### src/rtl/transmitter_hs_if.sv
// Word-transfer link bundle: memory read port, Req/Ack handshake and frame status.
interface transmitter_hs_if #(
   parameter int DATA_W = 16,
   parameter int ADDR_W = 4
);
   logic              Start;
   logic [ADDR_W-1:0] Address;
   logic              ReadEnable;
   logic [DATA_W-1:0] DataOut;
   logic [DATA_W-1:0] Saida;
   logic              Req;
   logic              Ack;
   logic              Busy;
   logic              Done;
   logic              Error;

   modport master (
      input  Start, DataOut, Ack,
      output Address, ReadEnable, Saida, Req, Busy, Done, Error
   );

   modport slave (
      output Start, DataOut, Ack,
      input  Address, ReadEnable, Saida, Req, Busy, Done, Error
   );
endinterface

### src/rtl/transmitter_hs.sv
// Sending end of the 4-phase Req/Ack link: reads NWORDS words from a sync-read
// memory and hands each one to the receiver under a full Req/Ack handshake.
module transmitter_hs #(
   parameter int DATA_W      = 16,
   parameter int ADDR_W      = 4,
   parameter int NWORDS      = 16,
   parameter int SYNC_STAGES = 2,
   parameter int TIMEOUT     = 0
) (
   input logic              Clock,
   input logic              Reset,
   transmitter_hs_if.master bus
);
   localparam int TW = $clog2(TIMEOUT + 2);

   typedef enum logic [2:0] {
      S_IDLE,
      S_READ,
      S_LOAD,
      S_REQ,
      S_WAIT_LOW,
      S_DONE,
      S_ERROR
   } state_t;

   state_t                 state, state_next;
   logic [SYNC_STAGES-1:0] ack_sync;
   logic                   ack_s;
   logic                   fetched;
   logic [TW-1:0]          tmr;
   logic                   timed_out;
   logic                   last;

   always_ff @(posedge Clock or posedge Reset) begin
      if (Reset) begin
         ack_sync <= '0;
      end else begin
         ack_sync[0] <= bus.Ack;
         for (int unsigned i = 1; i < SYNC_STAGES; i++)
            ack_sync[i] <= ack_sync[i-1];
      end
   end

   assign ack_s     = ack_sync[SYNC_STAGES-1];
   assign timed_out = (TIMEOUT != 0) && (tmr == TW'(TIMEOUT));
   assign last      = (bus.Address == ADDR_W'(NWORDS - 1));

   always_ff @(posedge Clock or posedge Reset) begin
      if (Reset) state <= S_IDLE;
      else       state <= state_next;
   end

   // REQ only accepts Ack_s once Req is actually on the wire, so a stray Ack
   // arriving in the cycle Req is being raised cannot complete the handshake.
   always_comb begin
      state_next = state;
      unique case (state)
         S_IDLE:     if (bus.Start) state_next = S_READ;
         S_READ:     state_next = S_LOAD;
         S_LOAD:     if (!ack_s) state_next = S_REQ;
         S_REQ: begin
            if (bus.Req && ack_s) state_next = S_WAIT_LOW;
            else if (timed_out)   state_next = S_ERROR;
         end
         S_WAIT_LOW: begin
            if (!ack_s)         state_next = last ? S_DONE : S_READ;
            else if (timed_out) state_next = S_ERROR;
         end
         S_DONE:     state_next = S_IDLE;
         S_ERROR:    state_next = S_IDLE;
         default:    state_next = S_IDLE;
      endcase
   end

   always_ff @(posedge Clock or posedge Reset) begin
      if (Reset) begin
         bus.Address    <= '0;
         bus.ReadEnable <= 1'b0;
         bus.Saida      <= '0;
         bus.Req        <= 1'b0;
         bus.Busy       <= 1'b0;
         bus.Done       <= 1'b0;
         bus.Error      <= 1'b0;
         fetched        <= 1'b0;
         tmr            <= '0;
      end else begin
         if (state == S_IDLE && state_next == S_READ)
            bus.Address <= '0;
         else if (state == S_WAIT_LOW && state_next == S_READ)
            bus.Address <= bus.Address + ADDR_W'(1);
         else if (state == S_ERROR)
            bus.Address <= '0;

         bus.ReadEnable <= (state_next == S_READ);
         bus.Req        <= (state == S_REQ) && (state_next == S_REQ);
         bus.Busy       <= (state_next != S_IDLE);
         bus.Done       <= (state_next == S_DONE);
         bus.Error      <= (state_next == S_ERROR);

         // Memory data is valid only in the first LOAD cycle; later LOAD cycles hold it.
         fetched <= (state == S_READ);
         if (state == S_LOAD && fetched)
            bus.Saida <= bus.DataOut;

         if (state_next != state && (state_next == S_REQ || state_next == S_WAIT_LOW))
            tmr <= '0;
         else if ((state == S_REQ || state == S_WAIT_LOW) && !timed_out)
            tmr <= tmr + TW'(1);
      end
   end
endmodule

### src/flat_wrapper.sv
// flat-port wrapper written by rule: the top's interface ports become plain ports
module transmitter_hs_flat 
#(
   parameter int DATA_W      = 16,
   parameter int ADDR_W      = 4,
   parameter int NWORDS      = 16,
   parameter int SYNC_STAGES = 2,
   parameter int TIMEOUT     = 0
)
  (Clock, Reset, bus_Start, bus_DataOut, bus_Ack, bus_Address, bus_ReadEnable, bus_Saida, bus_Req, bus_Busy, bus_Done, bus_Error);
  transmitter_hs_if #(.DATA_W(DATA_W), .ADDR_W(ADDR_W)) bus_i ();
  input logic Clock;
  input logic Reset;
  input wire logic [$bits(bus_i.Start)-1:0] bus_Start;
  input wire logic [$bits(bus_i.DataOut)-1:0] bus_DataOut;
  input wire logic [$bits(bus_i.Ack)-1:0] bus_Ack;
  output wire logic [$bits(bus_i.Address)-1:0] bus_Address;
  output wire logic [$bits(bus_i.ReadEnable)-1:0] bus_ReadEnable;
  output wire logic [$bits(bus_i.Saida)-1:0] bus_Saida;
  output wire logic [$bits(bus_i.Req)-1:0] bus_Req;
  output wire logic [$bits(bus_i.Busy)-1:0] bus_Busy;
  output wire logic [$bits(bus_i.Done)-1:0] bus_Done;
  output wire logic [$bits(bus_i.Error)-1:0] bus_Error;
  assign bus_i.Start = bus_Start;
  assign bus_i.DataOut = bus_DataOut;
  assign bus_i.Ack = bus_Ack;
  assign bus_Address = bus_i.Address;
  assign bus_ReadEnable = bus_i.ReadEnable;
  assign bus_Saida = bus_i.Saida;
  assign bus_Req = bus_i.Req;
  assign bus_Busy = bus_i.Busy;
  assign bus_Done = bus_i.Done;
  assign bus_Error = bus_i.Error;
  transmitter_hs #(.DATA_W(DATA_W), .ADDR_W(ADDR_W), .NWORDS(NWORDS), .SYNC_STAGES(SYNC_STAGES), .TIMEOUT(TIMEOUT)) u_core (.Clock(Clock), .Reset(Reset), .bus(bus_i));
endmodule
### config.mk
export PLATFORM = sky130hd
export DESIGN_NAME = transmitter_hs_flat
export DESIGN_NICKNAME = d
export VERILOG_FILES = /design/src/rtl/transmitter_hs_if.sv /design/src/rtl/transmitter_hs.sv /design/src/flat_wrapper.sv
export SDC_FILE = /design/constraint.sdc
export NUM_CORES = 1
export LEC_CHECK = 0
export CORE_MARGIN = 3
export CORE_UTILIZATION = 40
export CTS_BUF_LIST = sky130_fd_sc_hd__clkbuf_16
export CTS_CLUSTER_DIAMETER = 30
export CTS_CLUSTER_SIZE = 10
export DETAILED_ROUTE_END_ITERATION = 8
export PLACE_DENSITY_LB_ADDON = 0.2
export RECOVER_POWER = 100
export SKIP_CTS_REPAIR_TIMING = 1
export SYNTH_ARGS = -nofsm -noshare
export SYNTH_HDL_FRONTEND = slang
export SYNTH_SLANG_ARGS = --single-unit
### constraint.sdc
create_clock -name Clock -period 1.4 [get_ports Clock]
set_input_delay 0.14 -clock Clock [delete_from_list [all_inputs] [get_ports Clock]]
set_output_delay 0.14 -clock Clock [all_outputs]
set_load 0.02 [all_outputs]
# Yosys cells after proc, flatten, opt, wreduce, memory -nomap -nowiden
# Cells that the tools add are included.
dict set report totals {
  memories 0
  input_bits 20
  rom_bits 0
  latch_bits 0
  ram_bits 0
  reg_bits 31
  wordCells 38
}
dict set report op_classes {
  n_lt_le_gt_ge 0
  reduce_logical 8
  shift 0
  n_div 0
  add_sub_neg 1
  bitwise 0
  n_mul 0
  eq_ne 10
  n_mux 9
}
# operator count
set ops {}
lappend ops {{two-way mux 3 bit} 5}
lappend ops {{case mux 3 bit (5 select lines)} 1}
lappend ops {{equality test 3 bit, second input constant} 4}
lappend ops {{two-way mux 4 bit} 3}
lappend ops {{equality test 3 x 2 -> 1 bit, second input constant} 3}
lappend ops {{equality test 3 x 1 -> 1 bit, second input constant} 2}
lappend ops {{nonzero test 3 bit} 2}
lappend ops {{logical AND 1 bit} 5}
lappend ops {{adder 4 x 1 -> 4 bit, second input constant} 1}
lappend ops {{equality test 4 bit, second input constant} 1}
lappend ops {{logical NOT 3 bit} 1}

# Logic depth before layout (Yosys ltp)
# Gate-level depths: netlist of run 1.
dict set report logic_depth {
  ltp_word 8
  mapped_depth 7
}

# Worst setup path after synthesis of run 1
# Ideal clock, no wire load.
dict set report synth_path {
  kind {register to register}
  startpoint {register u_core.state[1]}
  endpoint {register u_core.bus.Saida[0]}
  arrival_ps 1389
  setup_ps 125
  path_slack_ps -114
  t_required_ps 1275
  path_stages_with_launch 5
  period_less_slack_ps 1514
  path_cell_list {dfrtp_1 nand2b_4 nor3b_4 buf_12 mux2_4}
}
dict set report synth_between {
  elab_chain_len 2
}
# item line_no
set synth_rtl {}
lappend synth_rtl {{start, declared} transmitter_hs.sv:26} ;# state_t state, state_next;
lappend synth_rtl {{start signal, assigned} transmitter_hs.sv:50} ;# else state <= state_next;
lappend synth_rtl {{equality test 3 x 2 -> 1 bit} transmitter_hs.sv:102} ;# if (state == S_LOAD && fetched)
lappend synth_rtl {{logical AND 1 bit} transmitter_hs.sv:102}
lappend synth_rtl {{end signal, assigned} transmitter_hs.sv:103} ;# bus.Saida <= bus.DataOut;
lappend synth_rtl {{end, declared} transmitter_hs_if.sv:19} ;# output Address, ReadEnable, Saida, Req, Busy, Done, Error
# Every way passes these cells.
# A chain may end at the register's enable or synchronous reset.

# Final worst setup path of run 1
dict set report layout_path {
  startpoint {register u_core.state[2]}
  endpoint {register u_core.bus.Address[0]}
}
dict set report layout_between {
  elab_chain_len 6
}
# item line_no
set layout_rtl {}
lappend layout_rtl {{equality test 3 bit (tied with other cells)} transmitter_hs.sv:57} ;# unique case (state)
lappend layout_rtl {{case mux 3 bit (5 select lines) *} transmitter_hs.sv:57}
lappend layout_rtl {{named net u_core.state_next[0]} transmitter_hs.sv:26}
lappend layout_rtl {{equality test 3 x 1 -> 1 bit *} {transmitter_hs.sv:87, transmitter_hs.sv:89}}
lappend layout_rtl {{logical AND 1 bit} transmitter_hs.sv:89} ;# else if (state == S_WAIT_LOW && state_next == S_READ)
lappend layout_rtl {{two-way mux 4 bit} transmitter_hs.sv:89}
lappend layout_rtl {{two-way mux 4 bit} transmitter_hs.sv:87} ;# if (state == S_IDLE && state_next == S_READ)
lappend layout_rtl {{end signal, assigned} transmitter_hs.sv:90} ;# bus.Address <= bus.Address + ADDR_W'(1);
lappend layout_rtl {{end, declared} transmitter_hs_if.sv:19}
# Mark *: on every way through the listed nets, which the timed path passes. The rest lies on a longest branch.

==> summary.txt, run 1 <==
Clock network
  • Clk_lat worst skew: 0.27 ns
  • # H-tree levels: 2
  • Clock root buffer: clkbuf_16
  • Clk slew on worst S/H paths: 0.05 ns
  • Num CTS Buffers: 5
  • TritonCTS clock tree: done
  • Num Clock Sinks: 31
  • Clk buf depth: 2

Min path
  • Hold Crit Class: flip-flop to flip-flop
  • WHS Path Cells: 0
  • Hold Crit Start: u_core.ack_sync[0]$_DFF_PP0_

Timing
  • Final Cycle Share: 107%
  • RSZ-0062 raised after global routing: yes
  • Fin. Hold Viols: 0
  • Slew Limit Headroom: 51.2%
  • Pins Over Slew Limit: 0
  • Final setup viols: 20
  • Setup Skew: 0.00456 ns
  • Min Tclk post-route: 1.50 ns
  • Max frequency: 666 MHz
  • Worst Tran Pin Value: 0.732 ns
  • Fin worst setup slack: -0.102 ns

Place
  • # placed instances: 191
  • Placer Congestion: 0.863
  • DP HPWL: 1810 um
  • Port Buffer Count: 44

Power
  • Leak: 1.06 nW
  • Tot Pwr: 4.62 mW
  • Power density over cell area: 2220 nW/um^2
  • Peak VDD IR: 0.00119 V

Status
  • Failing checks: setup timing
  • Run status: finished with violations

Setup path
  • Worst Path Max Fanout: 5
  • Critical Path End Type: flip-flop
  • Worst EP required: 1.59 ns
  • CP Launch Type: flip-flop
  • Cell count of the worst reg-to-reg path: 6
  • Critical path startpoint: u_core.state[2]$_DFF_PP0_
  • FF-to-FF Start: u_core.state[2]$_DFF_PP0_
  • Reg-to-reg setup timing slack: -0.10 ns
  • Crit Path Class: flip-flop to flip-flop
  • Critical Path AT: 1.69 ns

Synthesis
  • Syn Inst Count: 96
  • Most frequent cells after synthesis: dfrtp_1 (31), mux2_4 (10), nand2_1 (9), mux2_2 (6), nor2_1 (5)
  • Syn nets: 117
  • Largest cells by area after synthesis: dfrtp_1 (58%), mux2_4 (11%), mux2_2 (5.0%)
  • Yosys warns: 0
  • Syn Area/Cell: 13.9 um^2
  • Synth top area share: 57.9%
  • Mapped cell area: 1340 um^2
  • Distinct cell type count after synthesis: 29
  • Synth Register Bits: 31
  • Async SR Flop Fraction: 100%
  • Sequential area share after synthesis: 57.9%
  • Main synth FF type: dfrtp_1
  • Post-synth top area cell: dfrtp_1
  • Post-synth EDFFs: 0
  • Top-count cell post-synth: dfrtp_1

Die
  • Initial Util: 42.8%
  • Die Area: 4080 um^2
  • Die Wd: 63.9 um
  • Die Y-Extent: 63.9 um
  • Total core area: 3130 um^2
  • Num ports: 45
  • Row cnt: 20

Layout
  • Layout Cells excl Fill: 198
  • Nets: 175
  • Layout cells sized above 1: 29.2%
  • # diodes: 0
  • Area growth syn-to-layout: 55.2%
  • Fill cells: 236

Run
  • Maxcap violations: 0

GRT
  • Global route overflow: 0
  • GR Util All Layers: 14.7%
  • Initial antenna violation count: 0
  • Vias in the first global route: 953
  • First-pass GRT wire length: 4420 um
  • Largest net degree at the start of global routing: 32

Drt
  • Via Count: 906
  • Detailed Routing Iterations Pass 1: 4
  • Final WL: 2650 um
  • Vias/cell: 4.58
  • DRC Markers: 0
  • Antenna-violating nets left: 0
  • Initial DRC count: 26
  • WL per Instance: 13.4 um
cells by family (layout without fill, tap and decap cells):
group | Yosys count | count (layout) | synth area share [%]
simple gates | 31 | 31 | 15.1
flops | 31 | 31 | 57.9
fa+ha+maj | 1 | 1 | 0.934
mux | 20 | 20 | 19.3
buf+inv | 8 | 66 | 3.83
other cells | 1 | 1 | 0.280
compound gates | 2 | 2 | 1.31
xor+xnor | 2 | 2 | 1.31
flip-flops by register name, summed over array words and instances (netlist names):
register and flops:
u_core.state 3, u_core.ack_sync 2, u_core.bus.Saida 16, u_core.fetched 1, u_core.bus.ReadEnable 1, u_core.bus.Req 1, u_core.bus.Busy 1, u_core.bus.Error 1
u_core.bus.Done 1, u_core.bus.Address 4
worst paths after layout:
check,endpoint
min in group asynchronous,u_core.bus.ReadEnable$_DFF_PP0_
min reg2reg,u_core.ack_sync[1]$_DFF_PP0_
max,u_core.bus.Address[0]$_DFFE_PP0P_
max reg2reg,u_core.bus.Address[0]$_DFFE_PP0P_
min,u_core.ack_sync[1]$_DFF_PP0_
max in group asynchronous,u_core.state[2]$_DFF_PP0_
critical path: stages (launching register included):
cell and delay (ns):
dfrtp_2 0.40, nand2b_4 0.18, nor3b_2 0.06, nor4_2 0.36, inv_2 0.09, nand3_4 0.12
mux2i_2 0.22
power breakdown:
group | internal (mW) | switching (mW)
combinational | 1.22 | 0.950
sequential | 1.26 | 0.231
clock | 0.630 | 0.325
metal layers:
metal | up-vias | part of all wire, % | GRT usage, %
li1 | 440 | - | -
met1 | 433 | 45 | 18.1
met2 | 33 | 47 | 21.4
met3 | 0 | 7.6 | 8.26
met4 | 0 | 0 | 5.66
met5 | - | 0 | 0
cell type report:
| cell class | instances | area [um^2] | area share (%) |
|---|---|---|---|
| well taps | 44 | 55.1 | 2.65 |
| repair buffers | 54 | 543 | 26.1 |
| multi-input cells | 57 | 548 | 26.4 |
| clock inverters | 2 | 7.51 | 0.361 |
| inverters | 5 | 18.8 | 0.903 |
| flip-flops and latches | 31 | 781 | 37.6 |
| clock buffers | 5 | 125 | 6.02 |
stage by stage:
stage | TNS [ns] | util [%] | area, um^2 | hold WS [ns] | setup slack, ns
after CTS | -1.73 | 64.7 | 2020 | 0.225 | -0.136
final | -1.05 | 66.4 | 2080 | 0.354 | -0.102
after floorplan | -0.914 | - | 1340 | 0.171 | -0.0709
after detailed placement | -1.20 | 60.5 | 1890 | 0.348 | -0.136
after global routing | -2.74 | 66.4 | 2080 | 0.358 | -0.210
after global placement | -0.721 | 60.5 | 1890 | 0.335 | -0.0673
placed cells by master, fill, tap and decap left out, types with 2 or more instances in the layout:
master and n:
clkdlybuf4s50_1 33, dfrtp_1 27, mux2_4 16, nand2_1 9, dlymetal6s2s_1 9, buf_4 7, inv_1 6, nor2_1 5
clkbuf_16 5, dfrtp_2 4, mux2i_1 3, nand2b_1 2, nand3b_1 2, nand3_1 2, dlygate4sd3_1 2, buf_6 2
Power figures use the tool's default switching activity.
==> run 2: changes to the inputs <==
--- a/config.mk
+++ b/config.mk
@@ -5,6 +5,7 @@
 export SDC_FILE = /design/constraint.sdc
 export NUM_CORES = 1
 export LEC_CHECK = 0
+export ABC_AREA = 1
 export CORE_MARGIN = 3
 export CORE_UTILIZATION = 40
 export CTS_BUF_LIST = sky130_fd_sc_hd__clkbuf_16
@@ -13,7 +14,9 @@
 export DETAILED_ROUTE_END_ITERATION = 8
 export PLACE_DENSITY_LB_ADDON = 0.2
 export RECOVER_POWER = 100
+export SETUP_SLACK_MARGIN = 0.3
 export SKIP_CTS_REPAIR_TIMING = 1
+export SKIP_LAST_GASP = 1
 export SYNTH_ARGS = -nofsm -noshare
 export SYNTH_HDL_FRONTEND = slang
 export SYNTH_SLANG_ARGS = --single-unit
==> summary.txt, run 2 <==
Status
  • Run status: finished, final reports clean

Power
  • Reg power frac: 29.4%
  • Peak VDD IR: 0.00120 V
  • Pint: 3.05 mW
  • Comb power frac: 51.4%
  • Leak: 0.935 nW
  • Clk pwr share: 19.2%
  • Tot Pwr: 5.14 mW
  • Power density over cell area: 2500 nW/um^2
  • Switching power: 2.09 mW
  • Switching Fraction: 40.6%

Synthesis
  • XOR/XNOR share of the synthesized area: 1.32%
  • Async SR Flop Fraction: 100%
  • Largest family of logic cells by synthesized area: simple AND/OR/NAND/NOR gates
  • Synth top area share: 58.5%
  • Compound-gate portion of the synthesized area: 0.378%
  • Post-synth EDFFs: 0
  • Most frequent cells after synthesis: dfrtp_1 (31), nand2_1 (13), nand3_1 (13), mux2_4 (10)
  • Syn nets: 126
  • Sequential area share after synthesis: 58.5%
  • Synth Area in Simple Gates: 17.5%
  • Post-synthesis mux area share: 16.4%
  • Post-synth top area cell: dfrtp_1
  • Adder-cell share of the synthesized area: 0.944%
  • Synth Register Bits: 31
  • Syn Area/Cell: 12.6 um^2
  • Largest cells by area after synthesis: dfrtp_1 (59%), mux2_4 (11%), mux2_2 (5.1%)
  • Yosys warns: 0
  • Top-count cell post-synth: dfrtp_1
  • Distinct cell type count after synthesis: 21
  • Main synth FF type: dfrtp_1
  • Mapped cell area: 1330 um^2
  • Syn Inst Count: 105

Timing
  • Worst Tran Pin Value: 0.842 ns
  • Pins Over Slew Limit: 0
  • Hold WS: 0.351 ns
  • Final Cycle Share: 96.0%
  • Fin worst setup slack: 0.0566 ns
  • Setup Skew: 0.00501 ns
  • RSZ-0062 raised after global routing: yes
  • Min Tclk post-route: 1.34 ns
  • Slew Limit Headroom: 43.9%
  • Final setup viols: 0
  • Fin Setup TNS: 0 ns
  • Fin. Hold Viols: 0
  • Max frequency: 744 MHz

Place
  • # placed instances: 194
  • Placer Congestion: 0.828
  • Post-Place Cell Area: 1860 um^2
  • Port Buffer Count: 44
  • DP HPWL: 1860 um
  • Worst slack, placed: 0.0409 ns

Setup path
  • R2r endpoint: u_core.bus.Saida[0]$_DFFE_PP0P_
  • Family with the most delay on the worst path: flip-flops
  • Reg-to-reg setup timing slack: 0.06 ns
  • Worst Path Max Fanout: 10
  • Crit Path Class: flip-flop to flip-flop
  • FF-to-FF Start: u_core.state[0]$_DFF_PP0_
  • Critical Path, Cell by Cell: inv_2 > nand2_2 > inv_2 > nand3_4 > buf_12 > mux2_4
  • Cell count of the worst reg-to-reg path: 6
  • CP Launch Type: flip-flop
  • Largest stage delay, worst path: 0.40 ns
  • Critical path buffers and inverters: 3
  • Critical Path AT: 1.50 ns
  • Worst path slowest cell: dfrtp_1
  • Worst EP required: 1.55 ns
  • Critical Path End Type: flip-flop
  • Top cell by count, worst path: inv_2

Drt
  • DRC Markers: 0
  • Via Count: 996
  • Vias/cell: 4.70
  • Antenna-violating nets left: 0
  • Initial DRC count: 29
  • Final WL: 3000 um
  • WL per Instance: 14.2 um
  • Detailed Routing Iterations Pass 1: 4

GRT
  • Global route overflow: 0
  • GR Util All Layers: 14.0%
  • First-pass GRT wire length: 4340 um
  • Vias in the first global route: 965
  • Largest net degree at the start of global routing: 17
  • Initial antenna violation count: 0

Min path
  • Hold Crit Start: u_core.ack_sync[0]$_DFF_PP0_
  • Hold Crit Class: flip-flop to flip-flop
  • Hold Path Sink: u_core.ack_sync[1]$_DFF_PP0_
  • WHS Path Cells: 0

Layout
  • Biggest regs: u_core.bus.Saida: 16 flops, u_core.bus.Address: 4 flops, u_core.state: 3 flops
  • # diodes: 0
  • Largest Register: u_core.bus.Saida
  • Most common cell after layout, fill and taps aside: clkbuf_1
  • Post-route design area: 2060 um^2
  • Layout cells sized above 1: 42.9%
  • Most frequent cells in the layout: clkbuf_1 (27), dfrtp_1 (26), clkdlybuf4s50_1 (17), mux2_4 (10), nand2_1 (9)
  • Fill cells: 262
  • Nets: 188
  • Max reg flops: 16
  • Layout Cells excl Fill: 212
  • Area growth syn-to-layout: 55.3%
  • Finished Core Util: 66.3%

Die
  • Die Wd: 63.6 um
  • Num ports: 45
  • Total core area: 3100 um^2
  • Row cnt: 20
  • Die Y-Extent: 63.6 um
  • Die Area: 4040 um^2
  • Initial Util: 42.7%

Clock network
  • Clock root buffer: clkbuf_16
  • Clk buf depth: 2
  • # H-tree levels: 2
  • Clk_lat worst skew: 0.27 ns
  • Clk slew on worst S/H paths: 0.05 ns
  • TritonCTS clock tree: done
  • Num Clock Sinks: 31
  • Num CTS Buffers: 5

Run
  • Maxcap violations: 0
==> run 2: worst max path at each step <==
stage	start	to	depth (start not counted)
after floorplan	u_core.bus.Address[0]$_DFFE_PP0P_	u_core.bus.Address[1]$_DFFE_PP0P_	8
after global placement	u_core.state[0]$_DFF_PP0_	u_core.bus.Saida[4]$_DFFE_PP0P_	5
after detailed placement	u_core.state[0]$_DFF_PP0_	u_core.bus.Saida[0]$_DFFE_PP0P_	5
after CTS	u_core.bus.Address[2]$_DFFE_PP0P_	bus_Address[2]	1
after global routing	u_core.state[0]$_DFF_PP0_	u_core.bus.Saida[8]$_DFFE_PP0P_	6
final	u_core.state[0]$_DFF_PP0_	u_core.bus.Saida[0]$_DFFE_PP0P_	6
==> run 2: area by class of cell <==
cell class / count / area, um^2 / area share (%)
clock buffer: 5 / 125 / 6.08
clock inverter: 3 / 11.3 / 0.547
inverter: 9 / 43.8 / 2.13
multi-input combinational: 63 / 627 / 30.5
sequential: 31 / 782 / 38.0
tap: 44 / 55.1 / 2.67
timing repair buffer: 57 / 414 / 20.1
==> run 2: kinds of logic after synthesis <==
logic type               Yosys count
AND/OR/NAND/NOR                   42
multiplexers                      16
other                              1
buffers and inverters             11
AO/OA/AOI/OAI                      1
flip-flops                        31
adder cells (fa/ha/maj)            1
XOR/XNOR                           2
==> run 2: worst reg2reg max path, cell delays in order (launching register included) <==
cell,delay (ns)
dfrtp_1,0.40
inv_2,0.13
nand2_2,0.08
inv_2,0.08
nand3_4,0.08
buf_12,0.16
mux2_4,0.30
==> run 2: power groups by stage <==
stage | sequential (mW) | combinational (mW) | clock, mW
2_1_floorplan | 1.84 | 1.11 | 0
3_3_place_gp | 1.51 | 2.22 | 0
3_5_place_dp | 1.51 | 2.25 | 0
4_1_cts | 1.51 | 2.27 | 1.01
5_1_grt | 1.56 | 2.83 | 1.07
6_report | 1.51 | 2.64 | 0.990
==> run 2: metal layers <==
layer,global-route usage [%],routed length [um]
met5,0,0
met3,5.70,157
met2,21.8,1520
met1,17.2,1250
met4,5.66,68
